--- config.mk ---
export PLATFORM = sky130hd
export DESIGN_NAME = wand_arbiter
export DESIGN_NICKNAME = d
export VERILOG_FILES = /design/src/rtl/wand_arbiter.sv
export SDC_FILE = /design/constraint.sdc
export NUM_CORES = 1
export LEC_CHECK = 0
export ABC_AREA = 1
export CAP_MARGIN = 10
export CORE_MARGIN = 4
export CORE_UTILIZATION = 31
export CTS_BUF_LIST = sky130_fd_sc_hd__clkbuf_8
export CTS_CLUSTER_DIAMETER = 100
export DETAILED_ROUTE_END_ITERATION = 8
export SYNTH_ARGS = -nofsm -noshare
export SYNTH_HDL_FRONTEND = slang
export SYNTH_SLANG_ARGS = --single-unit
--- constraint.sdc ---
create_clock -name clk -period 1.8 [get_ports clk]
set_input_delay 0.27 -clock clk [delete_from_list [all_inputs] [get_ports clk]]
set_output_delay 0.27 -clock clk [all_outputs]
set_load 0.05 [all_outputs]
--- src/rtl/wand_arbiter.sv ---
// Bit-serial wired-AND arbiter: channels shift their identifiers MSB first onto a
// shared open-drain-style bus; a channel that sends 1 but reads 0 drops out.

module wand_lane #(
  parameter int W = 8
) (
  input  logic         clk,
  input  logic         rst_n,
  input  logic         load,
  input  logic         shift,
  input  logic         req,
  input  logic         bus_bit,
  input  logic [W-1:0] id,
  output logic         drive,
  output logic         act,
  output logic         act_nxt
);
  logic [W-1:0] sreg;

  // A dropped channel releases the bus (drives recessive 1).
  assign drive   = act ? sreg[W-1] : 1'b1;
  assign act_nxt = act & ~(sreg[W-1] & ~bus_bit);

  always_ff @(posedge clk or negedge rst_n) begin
    if (!rst_n) begin
      sreg <= '0;
      act  <= 1'b0;
    end else if (load) begin
      sreg <= id;
      act  <= req;
    end else if (shift) begin
      sreg <= {sreg[W-2:0], 1'b0};
      act  <= act_nxt;
    end
  end
endmodule

module wand_arbiter #(
  parameter int N_CH = 4,
  parameter int W    = 8
) (
  input  logic              clk,
  input  logic              rst_n,
  input  logic              start,
  input  logic [N_CH-1:0]   req,
  input  logic [N_CH*W-1:0] id_flat,
  output logic              bus_bit,
  output logic              busy,
  output logic              done,
  output logic [N_CH-1:0]   grant,
  output logic [W-1:0]      win_id,
  output logic              collision,
  output logic [N_CH-1:0]   active
);
  localparam int CW = (W > 1) ? $clog2(W) : 1;

  typedef enum logic [1:0] {IDLE, ARB, DONE} state_t;

  state_t          state;
  logic [CW-1:0]   bit_cnt;
  logic [W-2:0]    win_sh;
  logic [W-1:0]    win_nxt;
  logic [N_CH-1:0] drive, act_nxt, grant_nxt;
  logic            accept, last;

  assign accept    = (state == IDLE) && start;
  assign last      = (bit_cnt == CW'(W-1));
  assign bus_bit   = (state == ARB) ? &drive : 1'b1;
  assign busy      = (state == ARB);
  assign done      = (state == DONE);
  assign win_nxt   = {win_sh, bus_bit};
  // Isolate lowest set bit of the surviving set.
  assign grant_nxt = act_nxt & (~act_nxt + N_CH'(1));

  wand_lane #(.W(W)) u_lane [N_CH-1:0] (
    .clk     (clk),
    .rst_n   (rst_n),
    .load    (accept),
    .shift   (busy),
    .req     (req),
    .bus_bit (bus_bit),
    .id      (id_flat),
    .drive   (drive),
    .act     (active),
    .act_nxt (act_nxt)
  );

  always_ff @(posedge clk or negedge rst_n) begin
    if (!rst_n) begin
      state     <= IDLE;
      bit_cnt   <= '0;
      win_sh    <= '0;
      grant     <= '0;
      win_id    <= '0;
      collision <= 1'b0;
    end else begin
      case (state)
        IDLE: if (start) begin
          bit_cnt   <= '0;
          win_sh    <= '0;
          grant     <= '0;
          win_id    <= '0;
          collision <= 1'b0;
          state     <= (|req) ? ARB : DONE;
        end
        ARB: begin
          bit_cnt <= bit_cnt + CW'(1);
          win_sh  <= win_nxt[W-2:0];
          if (last) begin
            state     <= DONE;
            grant     <= grant_nxt;
            win_id    <= win_nxt;
            collision <= |(act_nxt & (act_nxt - N_CH'(1)));
          end
        end
        DONE:    state <= IDLE;
        default: state <= IDLE;
      endcase
    end
  end
endmodule

==> out/qor.txt <==
result of the run: finished, final reports clean
drt first pass iters: 4
number of max-cap violations: 0
Slew headroom: 65.9%
final hold vios: 0
detailed-route via count: 2,048
WL final: 5610 um
CP Class: register to output port
area leader, netlist: dfrtp_1
min cycle time layout: 1.63 ns
Clock Sinks: 61
WP data arrival: 1.36 ns
largest net degree at the start of global routing: 43
Final ANT Viol Nets: 0
clk_lat worst skew: 0.33 ns
Detailed Place HPWL: 4000 um
P_int: 3.82 mW
TritonCTS clock tree: built
worst r2r dst: win_id[7]$_DFFE_PN0P_
Startpoint Class: register
Leakage: 1.74 nW
Syn Area/Cell: 9.52 um2
Seq pwr share: 33.3%
Tcrit/Tclk final: 90.3%
Worst Hold Class: input pin to asynchronous set/reset pin
Post-synth top cells: 71 x nand2_1, 61 x dfrtp_1, 44 x inv_1
share of cells above drive strength 1: 15.0%
clock root buffer master: clkbuf_8
first-pass GRT wire length: 9580 um
placed insts: 430
Nets: 378
Clock Tree Buf Depth: 2
RSZ-0062 raised after global routing: no
clock buffer count from CTS: 9
count leader, synth: nand2_1
H-tree Lvls: 3
Placement Setup Slack: -0.0362 ns
gr ovfl total: 0
top cell type's share of synthesized area: 57.9%
reg-to-reg slack, setup: 0.21 ns
Area Growth Syn to Fin: 35.3%
die area: 10,000 um2
Reg clk slew, reported paths: 0.07 ns
Avg WL per Cell: 12.6 um
CP endpoint kind: output port
GRT Util Overall: 12.0%
GP Congestion: 0.746
initial antenna violation count: 0
Synth Register Bits: 61
initial core utilization: 31.9%
Critical Path Fanout Max: 5
CP Launch Point: u_lane[0].sreg[7]$_DFFE_PN0P_
maximum VDD drop: 0.000650 V
area of the mapped netlist: 2640 um2
DR vias/cell: 4.59
Post-Layout Cell Count: 446
clock network power share: 20.3%
Fmax achieved: 0.615 GHz
Async SR Flop Fraction: 100%
synth top area cells: dfrtp_1 58%, nand2_1 10%, o221ai_1 9.3%
post-synthesis sequential area ratio: 57.9%
# IOs: 59
Primary FF master, synth: dfrtp_1
# Post-CTS Setup Buffers: 0
setup_tns: 0 ns
number of synthesized flops with an enable pin: 0
vias in the first global route: 2,082
row cnt: 33
power density over cell area: 1810 nW/um2
die width: 100 um
path depth of the worst reg2reg path: 7
Initial DRC Count: 66
Comb pwr share: 46.4%
Syn Nets: 318
Core Area: 8260 um2
reg2reg start: bit_cnt[0]$_DFFE_PN0P_
Ant. Diodes: 0
Residual DRC: 0
Clock Skews: 0.0105 ns
Slew Viols, Final: 0
# port buffers: 58
Sw Pwr: 2.63 mW
cells after synthesis: 277
CP required: 1.53 ns
PnR worst setup slack: 0.174 ns
Switching Share: 40.8%
Synth cell types: 25
Total Power: 6.44 mW
die height: 100 um
synth warn: 0
Worst-Margin Slew: 0.507 ns
final setup vio count: 0
==> flip-flops by register name (all words and copies together), names as in the netlist <==
register,count
u_lane.sreg,32
win_id,8
win_sh,7
grant,4
u_lane.act,4
bit_cnt,3
state,2
collision,1
==> logic make-up (layout without fill, tap and decap cells) <==
group / after synthesis / after routing / synth area share [%]
buffers and inverters: 67 / 131 / 11.0
AND/OR/NAND/NOR: 86 / 86 / 13.9
flip-flops: 61 / 61 / 57.9
AO/OA/AOI/OAI: 61 / 61 / 16.3
adder cells (fa/ha/maj): 2 / 2 / 0.949
==> worst max path at each step <==
stage / endpoint / cells after the start
6_report: bus_bit / 7
4_1_cts: grant[1] / 1
2_1_floorplan: collision$_DFFE_PN0P_ / 10
3_3_place_gp: win_id[0]$_DFFE_PN0P_ / 6
3_5_place_dp: win_id[7]$_DFFE_PN0P_ / 7
5_1_grt: win_id[6]$_DFFE_PN0P_ / 7
==> final cells by class <==
cell class                      count  area [um2]
Timing Repair Buffer               66         669
Sequential cell                    61        1530
Tap cell                          105         131
Clock inverter                      5        76.3
Inverter                           50         190
Multi-Input combinational cell    149         838
Clock buffer                       10         138
Fill cell                         831        4690
==> layer usage <==
metal	vias up	track usage [%]	routed length [um]	share of wire [%]
li1	1029	-	-	-
met1	959	15.2	2570	46
met2	56	19.1	2640	47
met3	4	4.52	365	6.5
met4	0	3.73	32	0.57
met5	-	0	0	0
==> layout by cell type, fill, tap and decap left out, types with 4 or more instances in the layout <==
cell | Yosys | routed
clkdlybuf4s50_1 | 0 | 37
o21ai_1 | 15 | 15
buf_12 | 0 | 4
o21ai_0 | 4 | 4
dlymetal6s2s_1 | 0 | 6
clkbuf_8 | 0 | 10
inv_1 | 44 | 45
o221ai_1 | 28 | 28
inv_2 | 3 | 4
nand2_2 | 3 | 4
dfrtp_1 | 61 | 61
buf_4 | 5 | 16
nand2_1 | 71 | 69
o22ai_1 | 8 | 8
==> what timing repair did <==
item	in CTS	in global routing
endpoints found under the setup margin	11	7
pin swaps	0	0
resized for setup	3	9
hold endpoints to repair	19	0
hold buffers	1	0
==> power groups by stage <==
| stage | Clock [mW] | Sequential [mW] | Combinational [mW] |
|---|---|---|---|
| floorplan | 0 | 2.35 | 1.95 |
| global placement | 0 | 2.16 | 2.94 |
| detailed placement | 0 | 2.18 | 2.98 |
| CTS | 1.35 | 2.15 | 3.01 |
| global route | 1.40 | 2.22 | 3.30 |
| finish | 1.31 | 2.15 | 2.99 |
==> worst max-delay path, stage by stage, from the launching register on <==
cell and delay [ns]:
dfrtp_1 0.40, inv_1 0.09, nand2_1 0.06, nand2_1 0.09
inv_2 0.05, nand2_4 0.09, nand2_2 0.09, buf_12 0.16
==> metrics by stage <==
| step | instance area (um2) | utilization [%] | hold slack, ns |
|---|---|---|---|
| final | 3570 | 43.2 | 0.430 |
| after global routing | 3570 | 43.2 | 0.475 |
| after CTS | 3550 | 43.0 | 0.426 |
| after detailed placement | 3320 | 40.2 | 0.252 |
| after global placement | 3320 | 40.2 | 0.251 |
| after floorplan | 2640 | - | -0.0256 |
No activity file was read; power rests on OpenSTA's default activity.
